$ cat src/rtl/repetition_tx.sv
// Repetition-code transmitter: serializes one WIDTH-bit word LSB-first, COPIES times back-to-back.
// Optional feature macro REP_PARITY_EN appends an even-parity bit to every copy.
module repetition_tx #(
    parameter int WIDTH  = 15,
    parameter int COPIES = 4
) (
    input  logic             clk,
    input  logic             rst_n,
    input  logic [WIDTH-1:0] din,
    input  logic             din_valid,
    output logic             din_ready,
    output logic             tx_bit,
    output logic             tx_valid,
    input  logic             tx_ready,
    output logic             tx_first,
    output logic [2:0]       copy_idx,
    output logic             done
);

`ifdef REP_PARITY_EN
    localparam int FRAME = WIDTH + 1;
`else
    localparam int FRAME = WIDTH;
`endif
    localparam int BW = (FRAME > 1) ? $clog2(FRAME) : 1;

    typedef enum logic {IDLE, SEND} state_t;

    state_t             state_q, state_d;
    logic [WIDTH-1:0]   shadow_q, shadow_d;
    logic [BW-1:0]      bit_cnt_q, bit_cnt_d;
    logic [2:0]         copy_q, copy_d;
    logic               done_q, done_d;
    logic [FRAME-1:0]   frame;
    logic               last_bit, last_copy;

`ifdef REP_PARITY_EN
    assign frame = {^shadow_q, shadow_q};
`else
    assign frame = shadow_q;
`endif

    assign last_bit  = (bit_cnt_q == BW'(FRAME - 1));
    assign last_copy = (copy_q == 3'(COPIES - 1));

    always_comb begin
        state_d   = state_q;
        shadow_d  = shadow_q;
        bit_cnt_d = bit_cnt_q;
        copy_d    = copy_q;
        done_d    = 1'b0;
        case (state_q)
            IDLE: begin
                if (din_valid) begin
                    shadow_d  = din;
                    bit_cnt_d = '0;
                    copy_d    = '0;
                    state_d   = SEND;
                end
            end
            SEND: begin
                if (tx_ready) begin
                    if (!last_bit) begin
                        bit_cnt_d = bit_cnt_q + 1'b1;
                    end else begin
                        bit_cnt_d = '0;
                        // Copy counter parks at its terminal value when the word completes.
                        if (!last_copy) begin
                            copy_d = copy_q + 3'd1;
                        end else begin
                            state_d = IDLE;
                            done_d  = 1'b1;
                        end
                    end
                end
            end
            default: state_d = IDLE;
        endcase
    end

    always_ff @(posedge clk or negedge rst_n) begin
        if (!rst_n) begin
            state_q   <= IDLE;
            shadow_q  <= '0;
            bit_cnt_q <= '0;
            copy_q    <= '0;
            done_q    <= 1'b0;
        end else begin
            state_q   <= state_d;
            shadow_q  <= shadow_d;
            bit_cnt_q <= bit_cnt_d;
            copy_q    <= copy_d;
            done_q    <= done_d;
        end
    end

    // All outputs decode registered state only; nothing flows through from inputs.
    assign din_ready = (state_q == IDLE);
    assign tx_valid  = (state_q == SEND);
    assign tx_bit    = tx_valid & frame[bit_cnt_q];
    assign tx_first  = tx_valid && (bit_cnt_q == '0);
    assign copy_idx  = copy_q;
    assign done      = done_q;

endmodule

$ cat config.mk
export PLATFORM = sky130hd
export DESIGN_NAME = repetition_tx
export DESIGN_NICKNAME = d
export VERILOG_FILES = /design/src/rtl/repetition_tx.sv
export SDC_FILE = /design/constraint.sdc
export NUM_CORES = 1
export LEC_CHECK = 0
export CAP_MARGIN = 20
export CORE_MARGIN = 2
export CORE_UTILIZATION = 45
export CTS_CLUSTER_DIAMETER = 50
export DETAILED_ROUTE_END_ITERATION = 16
export HOLD_SLACK_MARGIN = 0.12
export PLACE_DENSITY = 0.73
export SETUP_SLACK_MARGIN = 0.4
export SLEW_MARGIN = 5
export SYNTH_ARGS = -nofsm -noshare
export SYNTH_HDL_FRONTEND = slang
export SYNTH_SLANG_ARGS = --single-unit
$ cat constraint.sdc
create_clock -name clk -period 2.5 [get_ports clk]
set_input_delay 0.625 -clock clk [delete_from_list [all_inputs] [get_ports clk]]
set_output_delay 0.625 -clock clk [all_outputs]
set_load 0.01 [all_outputs]
==> results of run 1 <==
==> registers in the layout, indices dropped and copies added (netlist names) <==
register	count
bit_cnt_q	4
tx_valid	1
frame	15
copy_idx	3
done	1
==> through the flow <==
| step | setup WS, ns | power (mW) | area [um^2] |
|---|---|---|---|
| floorplan | 0.507 | 0.758 | 1240 |
| global placement | 0.157 | 0.906 | 1550 |
| detailed placement | 0.120 | 0.928 | 1550 |
| CTS | 0.0999 | 1.21 | 1610 |
| global route | 0.0322 | 1.30 | 1620 |
| finish | 0.0975 | 1.22 | 1620 |
==> how the worst max path moves through the flow <==
stage            startpoint  endpoint  slack [ns]  depth (start not counted)
6_report       bit_cnt_q[0]    tx_bit         0.1                          4
5_1_grt        bit_cnt_q[0]    tx_bit        0.03                          5
3_5_place_dp   bit_cnt_q[0]    tx_bit        0.12                          5
4_1_cts        bit_cnt_q[0]    tx_bit         0.1                          4
3_3_place_gp   bit_cnt_q[0]    tx_bit        0.16                          4
2_1_floorplan  bit_cnt_q[0]    tx_bit        0.51                          4
==> area by class of cell <==
cell class	count	area, um^2	share of cell area, %
flip-flops and latches	24	601	37.1
clock inverters	1	30.0	1.85
repair buffers	31	303	18.7
inverters	8	30.0	1.85
clock buffers	3	22.5	1.39
multi-input cells	68	596	36.8
well taps	31	38.8	2.39
==> cells in the mapped netlist <==
cell type,n,area (um^2)
a211oi_1,1,7.51
a21oi_1,2,10.0
a221oi_1,1,8.76
a31oi_1,2,12.5
a32o_1,2,20.0
and2_1,2,12.5
buf_2,2,10.0
buf_4,1,7.51
buf_6,1,11.3
clkbuf_1,1,3.75
dfrtp_1,24,601
ha_1,5,62.6
inv_1,8,30.0
mux2_2,15,169
mux2_4,1,15.0
mux2i_1,5,50.1
mux4_2,1,22.5
nand2_1,4,15.0
nand2b_1,2,12.5
nand3_1,3,15.0
nand3b_1,2,15.0
nor2_1,3,11.3
nor2b_1,2,12.5
nor3b_1,1,7.51
o211ai_1,1,7.51
o21ai_0,2,10.0
o21bai_1,1,7.51
o221ai_1,2,17.5
o311ai_0,2,17.5
o31a_1,1,8.76
o32ai_1,1,8.76
or2_2,1,6.26
or3_1,3,18.8
==> power by group through the flow <==
stage               sequential, mW  combinational (mW)  clock [mW]
finish                       0.527               0.413       0.278
global route                 0.543               0.457       0.304
CTS                          0.527               0.393       0.286
detailed placement           0.531               0.397           0
global placement             0.528               0.379           0
floorplan                    0.505               0.252           0
==> layer usage <==
| metal | GRT usage (%) | share of wire, % | up-vias |
|---|---|---|---|
| met1 | 19.3 | 40 | 471 |
| li1 | - | - | 442 |
| met4 | 9.18 | 2.2 | 0 |
| met2 | 31.9 | 54 | 24 |
| met3 | 3.69 | 4.2 | 7 |
| met5 | 0 | 0 | - |
==> cells by family after synthesis <==
group,after synthesis,synth area share (%)
AO/OA/AOI/OAI,18,11.0
adder cells (fa/ha/maj),5,5.03
multiplexers,22,20.6
flip-flops,24,48.2
AND/OR/NAND/NOR,23,10.1
buffers and inverters,13,5.03
==> what timing repair did <==
action | CTS | global route
cloned | 0 | 0
gates resized for setup | 10 | 8
setup endpoints to repair | 2 | 6
pin swaps | 1 | 0
==> results.cfg, run 1 <==
[timing]
timing.max_slew.rel_slack_pct = 77.5
fmaxAchievable_mhz = 416
timing.final.crit_share_pct = 96.1
report.final.slew_viol_count = 0
finalCriticalPeriod_ns = 2.40
worst_pin_slew_ns = 0.336
setup_viol = 0
setup_repair_after_global_routing_missed_its_margin = yes
hold_violations = 0
final.hold.worst_slack_ns = 0.524
total_neg_setup_slack_ns = 0
skew_ns = 0.00905

[clock_network]
ctsHoldBuffers = 0
clock_transition_at_the_registers_of_the_reported_paths_ns = 0.14
h-tree-depth = 1
maximum_number_of_buffers_from_clock_root_to_sink = 2
cts.root.buffer_cell = clkbuf_4
cts_tree = built
post_cts.repair.setup_buffers = 0
clk-insertion-delay-late_ns = 0.31
tritoncts.num_buffers = 3
clock_sinks = 24

[floorplanning]
dieArea_um2 = 3200
core_region_area_um2 = 2690
ios = 27
chipWidth_um = 56.6
initial_utilization_pct = 46.3
floorplan.rows = 19
die_h_um = 56.6

[detailed_routing]
count_of_antenna_violating_nets_left_after_detailed_routing = 0
wirelength_mm = 2.45
post_drt_via_cell_ratio = 5.69
firstDrtPassIters = 4
wl_per_cell_um = 14.7
route.vias.total = 944
drc_violations_left = 0
iter_0_drt_violations = 13

[place]
placed_cells = 162
half_perimeter_wire_length_of_the_detailed_placement_result_mm = 1.87
port_buffers = 26
rd_place_congestion = 0.796

[worst_setup_path]
r2r_cells = 6
crit_fanout = 3
worstPathArrival_ns = 1.78
end_kind = primary output
timing.critical_path.required_ns = 1.88
rr_endpoint = copy_idx[2]
timing.critical_path.slowest_cell_delay_ns = 0.52
crit_family = multiplexers
ff_to_ff_start = bit_cnt_q[0]
critical_path_class = register to primary output
critical_path.n_buffers_inverters = 1
worst-r2r-setup-slack_ns = 0.54
critPathLaunchType = register
critPathSlowestCell = mux4_2
cp_cell_sequence = mux4_2 > nand2b_4 > a32o_2 > buf_6

[grt]
global_route.usage.total_pct = 17.7
maximum_number_of_pins_on_one_net_before_global_route_repair = 25
grt_pass1_vias = 1015
globalRoute.totalOverflow = 0
wire_length_of_the_first_global_routing_pass_mm = 4.39
grt_antenna_before_repair = 0

[yosys]
syn-mean-instance-area_um2 = 11.9
synth_nets = 129
post_synth_inst_count = 105
yosysSeqAreaShare_pct = 48.2
ys_seq_elements = 24
yosysUniqueCellTypes = 33
number_of_synthesis_warnings = 0
post_synth_instance_area_um2 = 1240

[layout]
nNetsFinal = 160
layout.cells.most_common = dfrtp_1
non_filler_instances = 166
antenna_cells = 0
flow.area_growth_from_synthesis_pct = 30.2
drive_above_1_share_pct = 24.4
n_fill_cell = 228
layout.cells.most_common_list = dfrtp_1 (24), clkdlybuf4s50_1 (22), mux2_2 (15), inv_1 (7)
post-route-util_pct = 60.3

[min_path]
hold_start = frame[7]
hold_depth = 1
min_to = frame[7]
hold_path.class = register to register

[pwr]
power.share.sequential_pct = 43.3
power_share_of_the_clock_group_pct = 22.8
switchingPower_mw = 0.362
power.leakage_nw = 0.742
p_int_mw = 0.856
p_sw_share_pct = 29.8
power-per-cell-area_nw_per_um2 = 752
vdd_ir_drop_max_uv = 570
comb_power_share_pct = 33.9

[flow_run]
timing.max_cap.violations = 0

[run_status]
status = finished clean
Power figures use the tool's default switching activity.
==> inputs of run 2 (changes only) <==
--- a/config.mk
+++ b/config.mk
@@ -9,6 +9,7 @@
 export CORE_MARGIN = 2
 export CORE_UTILIZATION = 45
 export CTS_CLUSTER_DIAMETER = 50
+export CTS_CLUSTER_SIZE = 28
 export DETAILED_ROUTE_END_ITERATION = 16
 export HOLD_SLACK_MARGIN = 0.12
 export PLACE_DENSITY = 0.73
==> results of run 2 <==
No change in the layout: final DEF, timing and power equal those of run 1.
==> inputs of run 3 (changes only) <==
==> constraint.sdc (replaced) <==
create_clock -name clk -period 2.6 [get_ports clk]
set_input_delay 0.65 -clock clk [delete_from_list [all_inputs] [get_ports clk]]
set_output_delay 0.65 -clock clk [all_outputs]
set_load 0.01 [all_outputs]
==> run 3 against run 2 <==
Sequential share of layout area is 1.2 points higher. Final cell count decreased by 1.2%. Utilization is 1.5 points lower. Sequential power is 2% lower. Register-to-register slack better by 0.15 ns. Critical endpoint unchanged.
==> results.cfg, run 3 (synthesis gave the netlist of run 1 again) <==
[run_status]
status = finished clean

[worst_setup_path]
cp_cell_sequence = mux2_4 > or3_1 > a32o_1 > buf_2
timing.critical_path.slowest_cell_delay_ns = 0.45
worst-r2r-setup-slack_ns = 0.69
r2r_cells = 6
crit_fanout = 3
critPathLaunchType = register
worstPathArrival_ns = 1.73
critPathSlowestCell = dfrtp_2
timing.critical_path.required_ns = 1.95
critical_path_class = register to primary output
rr_endpoint = copy_idx[2]
end_kind = primary output
ff_to_ff_start = bit_cnt_q[0]

[clock_network]
h-tree-depth = 1
clk-insertion-delay-late_ns = 0.31
maximum_number_of_buffers_from_clock_root_to_sink = 2
tritoncts.num_buffers = 3
clock_sinks = 24
cts.root.buffer_cell = clkbuf_4
ctsHoldBuffers = 0
cts_tree = built
clock_transition_at_the_registers_of_the_reported_paths_ns = 0.11

[grt]
wire_length_of_the_first_global_routing_pass_mm = 4.13
grt_pass1_vias = 998
global_route.usage.total_pct = 17.0
globalRoute.totalOverflow = 0
maximum_number_of_pins_on_one_net_before_global_route_repair = 25
grt_antenna_before_repair = 0

[detailed_routing]
count_of_antenna_violating_nets_left_after_detailed_routing = 0
route.vias.total = 917
drc_violations_left = 0
wirelength_mm = 2.33
firstDrtPassIters = 2
post_drt_via_cell_ratio = 5.59
wl_per_cell_um = 14.2
iter_0_drt_violations = 9

[timing]
setup_repair_after_global_routing_missed_its_margin = yes
finalCriticalPeriod_ns = 2.38
fmaxAchievable_mhz = 420
timing.max_slew.rel_slack_pct = 75.5
skew_ns = 0.00559
worst_pin_slew_ns = 0.363
hold_violations = 0
report.final.slew_viol_count = 0
timing.final.crit_share_pct = 91.6
total_neg_setup_slack_ns = 0
setup_viol = 0

[layout]
nNetsFinal = 159
n_fill_cell = 243
largest_reg_flops = 15
antenna_cells = 0
post-route-util_pct = 58.8
drive_above_1_share_pct = 25.6
layout.cells.most_common = clkdlybuf4s50_1
flow.area_growth_from_synthesis_pct = 26.8
layout.cells.most_common_list = clkdlybuf4s50_1 (24), dfrtp_1 (21), mux2_2 (15), inv_1 (7)

[min_path]
min_to = frame[14]
hold_path.class = register to register
hold_start = frame[14]
hold_depth = 1

[floorplanning]
die_h_um = 56.6
core_region_area_um2 = 2690
chipWidth_um = 56.6
ios = 27
floorplan.rows = 19
dieArea_um2 = 3200
initial_utilization_pct = 46.3

[place]
port_buffers = 26
rd_place_congestion = 0.786
half_perimeter_wire_length_of_the_detailed_placement_result_mm = 1.79

[pwr]
power-per-cell-area_nw_per_um2 = 651
vdd_ir_drop_max_uv = 485
power.leakage_nw = 0.696

[flow_run]
timing.max_cap.violations = 0
==> run 3: changes by cell type in the layout (fill, tap and decap cells not counted), sizes merged <==
cell	delta
clkdlybuf4s50	+2
dlymetal6s2s	-2
bufinv	-1
buf	-1
==> run 3: metal layers <==
| layer | share of wire, % | vias up | track usage (%) |
|---|---|---|---|
| met5 | 0 | - | 0 |
| met4 | 2.8 | 0 | 10.2 |
| met3 | 4.3 | 6 | 4.15 |
| met2 | 50 | 23 | 29.1 |
| met1 | 43 | 446 | 19.0 |
| li1 | - | 442 | - |
==> run 3: repair_timing <==
action                     in CTS  in global routing
hold endpoints to repair        0                  0
pin swaps                       1                  0
setup buffers                   0                  1
setup endpoints to repair       2                  3
gates resized for setup         9                  7
==> run 3: how the worst max path moves through the flow <==
stage,cells past startpoint,startpoint,slack [ns],endpoint
finish,4,bit_cnt_q[0],0.22,tx_bit
global placement,4,bit_cnt_q[0],0.24,tx_bit
floorplan,4,bit_cnt_q[0],0.58,tx_bit
detailed placement,4,bit_cnt_q[0],0.19,tx_bit
global route,4,bit_cnt_q[0],0.14,tx_bit
CTS,4,bit_cnt_q[0],0.20,tx_bit
==> run 3: layout make-up <==
cell class	count	area (um^2)	share of cell area [%]
clock buffer	3	22.5	1.43
inverter	8	30.0	1.90
multi-input combinational	68	599	38.0
sequential	24	604	38.3
tap	31	38.8	2.46
timing repair buffer	30	284	18.0
==> run 3: where the power goes <==
part	switching (mW)	internal [mW]	leakage (nW)
clock network	0.102	0.0542	0.0138
registers	0.0833	0.434	0.284
logic	0.147	0.208	0.398
total	0.332	0.696	0.696
==> run 3: per-stage QoR <==
step                hold slack [ns]  area, um^2  instances  power [mW]  worst slack [ns]
finish                        0.521        1580        164        1.03             0.217
global route                  0.544        1580        164        1.11             0.144
CTS                           0.528        1570        163        1.03             0.199
detailed placement            0.500        1530        160       0.880             0.186
global placement              0.486        1530        160       0.859             0.237
floorplan                     0.354        1240        105       0.728             0.582
==> run 3: critical path, delay by kind of cell, from the launching register on <==
kind,cells,cell delay [ns]
flops,1,0.45
simple gates,1,0.31
mux,1,0.30
compound gates,1,0.22
buf+inv,1,0.14
